## src/rtl/mem_wb_pkg.sv

```systemverilog
// ============================================================================
// mem_wb_pkg : shared state encoding and parameter defaults for mem_wb_ctrl
// Rev 1.0
// ============================================================================
`default_nettype none

package mem_wb_pkg;

    localparam int c_data_w         = 8;
    localparam int c_reg_aw         = 3;
    localparam int c_timeout_cycles = 64;

    typedef enum logic [1:0] {
        ST_IDLE   = 2'd0,
        ST_ACCESS = 2'd1,
        ST_FINISH = 2'd2
    } state_t;

endpackage

`default_nettype wire

```

## src/rtl/mem_wb_watchdog.sv

```systemverilog
// ============================================================================
// mem_wb_watchdog : counts busy ACCESS cycles and flags the limit being reached
// Rev 1.0
// ============================================================================
`default_nettype none

module mem_wb_watchdog #(
    parameter int TIMEOUT_CYCLES = 64
) (
    input  logic clk,
    input  logic rst,
    input  logic i_clear,
    input  logic i_inc,
    output logic o_expire
);

    localparam int c_cnt_w = $clog2(TIMEOUT_CYCLES + 1);

    logic [c_cnt_w-1:0] r_count;

    always_ff @(posedge clk) begin
        if (rst || i_clear) begin
            r_count <= '0;
        end else if (i_inc) begin
            r_count <= r_count + 1'b1;
        end
    end

    // Fires on the busy cycle whose increment makes the count hit the limit.
    assign o_expire = i_inc && (r_count == c_cnt_w'(TIMEOUT_CYCLES - 1));

endmodule

`default_nettype wire

```

## src/rtl/mem_wb_ctrl.sv

```systemverilog
// ============================================================================
// mem_wb_ctrl : load/store sequencer owning the register-file write port and STALL
// Optional access watchdog enabled by defining MEM_WB_TIMEOUT_EN.
// Rev 1.0
// ============================================================================
`default_nettype none

module mem_wb_ctrl
    import mem_wb_pkg::*;
#(
    parameter int DATA_W         = c_data_w,
    parameter int REG_AW         = c_reg_aw,
    parameter int TIMEOUT_CYCLES = c_timeout_cycles
) (
    input  logic              CLK,
    input  logic              RESET,
    input  logic              LOAD,
    input  logic              STORE,
    input  logic              ALU_WRITE,
    input  logic [REG_AW-1:0] DEST,
    input  logic [DATA_W-1:0] ALU_RESULT,
    input  logic [DATA_W-1:0] STORE_DATA,
    input  logic [DATA_W-1:0] MEM_READDATA,
    input  logic              MEM_BUSYWAIT,
    output logic              MEM_READ,
    output logic              MEM_WRITE,
    output logic [DATA_W-1:0] MEM_ADDRESS,
    output logic [DATA_W-1:0] MEM_WRITEDATA,
    output logic              RF_WRITE,
    output logic [REG_AW-1:0] RF_INADDRESS,
    output logic [DATA_W-1:0] RF_IN,
    output logic              STALL,
    output logic              ERR
);

    state_t            r_state;
    logic [DATA_W-1:0] r_addr;
    logic [DATA_W-1:0] r_wdata;
    logic [DATA_W-1:0] r_rdata;
    logic [REG_AW-1:0] r_dest;
    logic              r_is_load;

    logic w_start;
    logic w_expire;
    logic w_wb_ok;

    assign w_start = (r_state == ST_IDLE) && (LOAD || STORE);

`ifdef MEM_WB_TIMEOUT_EN
    logic r_abort;
    logic r_err;
    logic w_wd_inc;

    assign w_wd_inc = (r_state == ST_ACCESS) && MEM_BUSYWAIT;

    mem_wb_watchdog #(
        .TIMEOUT_CYCLES (TIMEOUT_CYCLES)
    ) u_watchdog (
        .clk      (CLK),
        .rst      (RESET),
        .i_clear  (w_start),
        .i_inc    (w_wd_inc),
        .o_expire (w_expire)
    );

    assign w_wb_ok = !r_abort;
    assign ERR     = r_err;
`else
    assign w_expire = 1'b0;
    assign w_wb_ok  = 1'b1;
    assign ERR      = 1'b0;
`endif

    always_ff @(posedge CLK) begin
        if (RESET) begin
            r_state   <= ST_IDLE;
            r_addr    <= '0;
            r_wdata   <= '0;
            r_rdata   <= '0;
            r_dest    <= '0;
            r_is_load <= 1'b0;
`ifdef MEM_WB_TIMEOUT_EN
            r_abort   <= 1'b0;
            r_err     <= 1'b0;
`endif
        end else begin
            case (r_state)
                ST_IDLE: begin
                    if (w_start) begin
                        r_addr    <= ALU_RESULT;
                        r_wdata   <= STORE_DATA;
                        r_dest    <= DEST;
                        r_is_load <= LOAD;
`ifdef MEM_WB_TIMEOUT_EN
                        r_abort   <= 1'b0;
`endif
                        r_state   <= ST_ACCESS;
                    end
                end
                ST_ACCESS: begin
                    if (!MEM_BUSYWAIT) begin
                        if (r_is_load) begin
                            r_rdata <= MEM_READDATA;
                        end
                        r_state <= ST_FINISH;
                    end else if (w_expire) begin
                        r_state <= ST_FINISH;
`ifdef MEM_WB_TIMEOUT_EN
                        r_abort <= 1'b1;
                        r_err   <= 1'b1;
`endif
                    end
                end
                ST_FINISH: r_state <= ST_IDLE;
                default:   r_state <= ST_IDLE;
            endcase
        end
    end

    // IDLE passes ALU writes straight through; a pending memory op stalls at once.
    always_comb begin
        RF_WRITE     = 1'b0;
        RF_IN        = ALU_RESULT;
        RF_INADDRESS = DEST;
        STALL        = 1'b0;
        MEM_READ     = 1'b0;
        MEM_WRITE    = 1'b0;
        case (r_state)
            ST_IDLE: begin
                if (LOAD || STORE) begin
                    STALL = 1'b1;
                end else begin
                    RF_WRITE = ALU_WRITE;
                end
            end
            ST_ACCESS: begin
                MEM_READ  = r_is_load;
                MEM_WRITE = !r_is_load;
                STALL     = 1'b1;
            end
            ST_FINISH: begin
                RF_WRITE     = r_is_load && w_wb_ok;
                RF_IN        = r_rdata;
                RF_INADDRESS = r_dest;
            end
            default: begin
                STALL = 1'b0;
            end
        endcase
    end

    assign MEM_ADDRESS   = r_addr;
    assign MEM_WRITEDATA = r_wdata;

endmodule

`default_nettype wire
```

## config.mk

```make
export PLATFORM = sky130hd
export DESIGN_NAME = mem_wb_ctrl
export DESIGN_NICKNAME = d
export VERILOG_FILES = /design/src/rtl/mem_wb_pkg.sv /design/src/rtl/mem_wb_watchdog.sv /design/src/rtl/mem_wb_ctrl.sv
export SDC_FILE = /design/constraint.sdc
export NUM_CORES = 1
export LEC_CHECK = 0
export BUFFER_PORTS_ARGS = -buffer_cell sky130_fd_sc_hd__clkbuf_2
export CAP_MARGIN = 20
export CORE_UTILIZATION = 30
export CTS_CLUSTER_DIAMETER = 80
export DETAILED_ROUTE_END_ITERATION = 8
export PLACE_DENSITY = 0.63
export RECOVER_POWER = 50
export SLEW_MARGIN = 20
export SYNTH_ARGS = -nofsm -noshare
export SYNTH_HDL_FRONTEND = slang
export SYNTH_SLANG_ARGS = --single-unit
```

## constraint.sdc

```tcl
create_clock -name CLK -period 1.5 [get_ports CLK]
set_input_delay 0.225 -clock CLK [delete_from_list [all_inputs] [get_ports CLK]]
set_output_delay 0.225 -clock CLK [all_outputs]
set_load 0.01 [all_outputs]
```

Word level (Yosys, flattened, before mapping)
Index checks and enable logic that the tools add are counted.
{"block": "totals", "reg_bits": 30, "inputBits": 33, "output_inout_bits": 32, "wordCells": 29}
{"block": "classes", "eq_ne": 4, "n_mux": 11, "bitwise": 1, "reduce_logical": 7}
{"operator": "$mux 8", "count": 1}
{"operator": "$mux 1", "count": 4}
{"operator": "$mux 2", "count": 2}
{"operator": "$ne 2x2->1 const B", "count": 2}
{"operator": "$pmux 1 s2", "count": 2}
{"operator": "$pmux 2 s2", "count": 1}
{"operator": "$reduce_and 2->1", "count": 2}
{"operator": "$mux 3", "count": 1}
{"operator": "$reduce_and 3->1", "count": 1}
{"operator": "$eq 2x1->1 const B", "count": 1}
{"operator": "$eq 2x2->1 const B", "count": 1}
{"operator": "$logic_not 2->1", "count": 1}
{"operator": "$logic_and 1x1->1", "count": 1}
{"operator": "$logic_not 1->1", "count": 1}
{"operator": "$logic_or 1x1->1", "count": 1}
{"operator": "$not 1->1", "count": 1}

Longest topological paths before layout
{"block": "depth", "word_depth": 4, "ltp_mapped": 5, "ltp_nobuf": 3}

Least setup slack after synthesis
OpenSTA, ideal clock, no wires.
{"block": "synth_path", "path_kind": "register to output", "startpoint": "register r_state[0]", "endpoint": "output RF_INADDRESS[0]", "arrival_time_ps": 1091, "required_ps": 1275, "slack_ps": 184, "stages_incl_launch_ff": 4, "n_path_buf": 1, "path_cell_list": "dfxtp_1 -> nand2b_1 -> buf_2 -> mux2_2"}
{"block": "synth_between", "elab_chain_cells": 2}
{"element": "start, declared", "line": "mem_wb_ctrl.sv:36", "rtl": "state_t r_state;"}
{"element": "start signal, assigned", "line": "mem_wb_ctrl.sv:76", "rtl": "r_state <= ST_IDLE;"}
{"element": "start signal, assigned", "line": "mem_wb_ctrl.sv:97", "rtl": "r_state <= ST_ACCESS;"}
{"element": "start signal, assigned", "line": "mem_wb_ctrl.sv:105", "rtl": "r_state <= ST_FINISH;"}
{"element": "$eq 2x2->1", "line": "mem_wb_ctrl.sv:128", "rtl": "case (r_state)"}
{"element": "$mux 3", "line": "mem_wb_ctrl.sv:128"}
{"element": "end, declared", "line": "mem_wb_ctrl.sv:30", "rtl": "output logic [REG_AW-1:0] RF_INADDRESS,"}
No other way between the ends.

Worst setup path in the final report
{"block": "layout_path", "startpoint": "register r_state[0]", "endpoint": "output RF_IN[3]"}
{"block": "layout_between", "elab_chain_cells": 2}
{"element": "$eq 2x2->1", "line": "mem_wb_ctrl.sv:128"}
{"element": "$mux 8", "line": "mem_wb_ctrl.sv:128"}
{"element": "end, declared", "line": "mem_wb_ctrl.sv:31", "rtl": "output logic [DATA_W-1:0] RF_IN,"}
No other way between the ends.

==> results.toml <==
[setup_path]
crit_type = "flop to output port"
worstPathRequired_ns = 1.27
worst_setup_path_end_kind = "output port"
reg2reg_slack_ns = 0.09
crit_path_start_kind = "flop"
crit_fanout = 7
arrival_ns = 1.32

[clock_network]
clk_pin_slew_worst_paths_ns = 0.07
clock_path_buffers = 2
cts_hold_buf = 0
root_buffer = "clkbuf_8"
clock_sinks = 30
htreeDepth = 2
numCtsBuffers = 5
worstSkewPairLatency_ns = 0.28
cts_tree = "built"

[power]
ir_drop_mv = 0.527
p_per_area_mw_per_mm2 = 960
power_frac_seq = 0.451
pwr-share-clk = 0.344
p_sw_frac = 0.264
net-switching-power_mw = 0.516
p_int_mw = 1.44
power.leakage_nw = 0.936
comb_power_share = 0.205

[sta]
fmax_mhz = 649
finalMaxSlewViolations = 0
final-setup-viol-count = 11
finalWorstSetupSlack_ns = -0.0414
whs_ns = 0.133
hold_violations = 0
fin_crit_ns = 1.54
skew_ns = 0.00593
rsz0062_at_grt = "true"
timing.final.crit_share = 1.03

[global_route]
grt_max_degree = 23
antenna_found_initial = 0
grt_pass1_wl_um = 5090
grt_util_all_layers = 0.132
overflow = 0
first_global_vias = 1077

[floorplan]
fp.dieArea_mm2 = 0.00508
io_pins = 65
core_area_mm2 = 0.00447
start_util = 0.322
rows = 24
die_h_um = 71.3
die_width_um = 71.3

[finish]
stdcell_count = 264
final_common_cell = "nand2b_1"
layout.cells.most_common_list = "nand2b_1 (38), clkbuf_2 (36), dfxtp_1 (28), mux2i_1 (27), clkbuf_1 (17)"
post_route_cells_drive_above_1_share = 0.368
synthToLayoutAreaGrowth_pct = 41.5
fill_cells = 442
nets = 244
antennaDiodeCount = 0

[run]
max-cap-violations = 0

[run_status]
failed_checks = "design-rule violations, negative setup slack"
outcome = "complete, but fails checks"

[synthesis]
ys_ff_latch = 30
synth.distinct_cells = 20
seq_area_frac_synth = 0.417
synth_nets = 177
syn_inst = 144
syn_area_mm2 = 0.00144
syn_area_per_cell_um2 = 9.99
yosys_warnings = 0

[place]
place_inst = 255
io_buffers = 63
hpwl_um = 2300
place.gp.congestion = 0.796

[detailed_routing]
first_pass_iters = 6
drt_iter0_markers = 17
vias = 1160
viasPerCell = 4.39
postRouteWirelength_um = 3290
wire_per_inst_um = 12.4
drc = 1
drt.antenna.violating_nets = 0

[hold_path]
timing.hold.worst.class = "input pin to flop"
==> flip-flops by register name, summed over array words and instances, names as in the netlist <==
signal,count
r_state,2
MEM_ADDRESS,8
r_rdata,8
MEM_WRITEDATA,8
r_dest,3
r_is_load,1
==> per-layer routing <==
layer,wire length [um],up-vias,track usage
li1,-,615,-
met1,1590,503,0.172
met2,1490,40,0.201
met3,194,2,0.0549
met4,15,0,0.0400
met5,0,-,0
==> final timing paths <==
check | cells after the start | end | start
worst max-delay path | 4 | RF_IN[3] | r_state[0]
worst min-delay path | 2 | r_state[1] | MEM_BUSYWAIT
worst max register to register | 4 | r_rdata[3] | r_state[1]
worst min register to register | 2 | MEM_WRITEDATA[0] | MEM_WRITEDATA[0]
==> per-stage QoR <==
stage | util | worst slack (ns) | cell area [um^2] | power [mW] | TNS (ns)
2_1_floorplan | - | 0.184 | 1440 | 1.12 | 0
3_3_place_gp | 0.408 | 0.198 | 1820 | 1.27 | 0
3_5_place_dp | 0.408 | 0.163 | 1820 | 1.27 | 0
4_1_cts | 0.443 | -0.0495 | 1980 | 1.96 | -0.427
5_1_grt | 0.455 | -0.0874 | 2040 | 2.06 | -0.850
6_report | 0.455 | -0.0414 | 2040 | 1.95 | -0.304
==> power groups by stage <==
stage	sequential [mW]	combinational, mW	clock [mW]
after detailed placement	0.899	0.369	0
after floorplan	0.915	0.204	0
after CTS	0.882	0.389	0.689
after global placement	0.899	0.367	0
after global routing	0.888	0.433	0.737
final	0.882	0.400	0.672
==> logic make-up after synthesis <==
family | count (synthesis) | share of synthesized area
buf+inv | 12 | 0.0504
mux | 38 | 0.274
simple gates | 58 | 0.232
flops | 30 | 0.417
compound gates | 5 | 0.0235
other cells | 1 | 0.00261
==> what timing repair did <==
action / 4_1_cts / 5_1_grt
endpoints found under the hold margin: 0 / 0
endpoints found under the setup margin: 12 / 13
resized for setup: 16 / 25
pin swaps: 0 / 1
setup buffers: 1 / 0
==> area by class of cell <==
| type | instances | area, um^2 | share of cell area |
|---|---|---|---|
| clock inverters | 1 | 5.00 | 0.00246 |
| clock buffers | 7 | 86.3 | 0.0424 |
| flip-flops and latches | 30 | 606 | 0.297 |
| repair buffers | 70 | 438 | 0.215 |
| multi-input cells | 102 | 828 | 0.407 |
| well taps | 52 | 65.1 | 0.0320 |
| inverters | 2 | 7.51 | 0.00369 |
==> critical path: stages, from the launching register on <==
cell and delay [ns]:
dfxtp_2 0.32, nand2b_4 0.14, buf_8 0.15, mux2_4 0.31, buf_6 0.12
==> synth_stat cells (all sizes together) <==
master	number	area, um^2
buf	5	46.3
a2111oi	1	8.76
nor2	13	48.8
mux2i	27	270
a21o	1	7.51
mux2	11	124
o21a	1	7.51
conb	1	3.75
nor4b	1	8.76
inv	2	7.51
nand2b	40	250
dfxtp	30	601
nand2	1	3.75
nor3	2	10.0
clkbuf	5	18.8
and4bb	1	12.5
a21oi	2	10.0
Note: power is estimated with default switching activity, not from simulation.
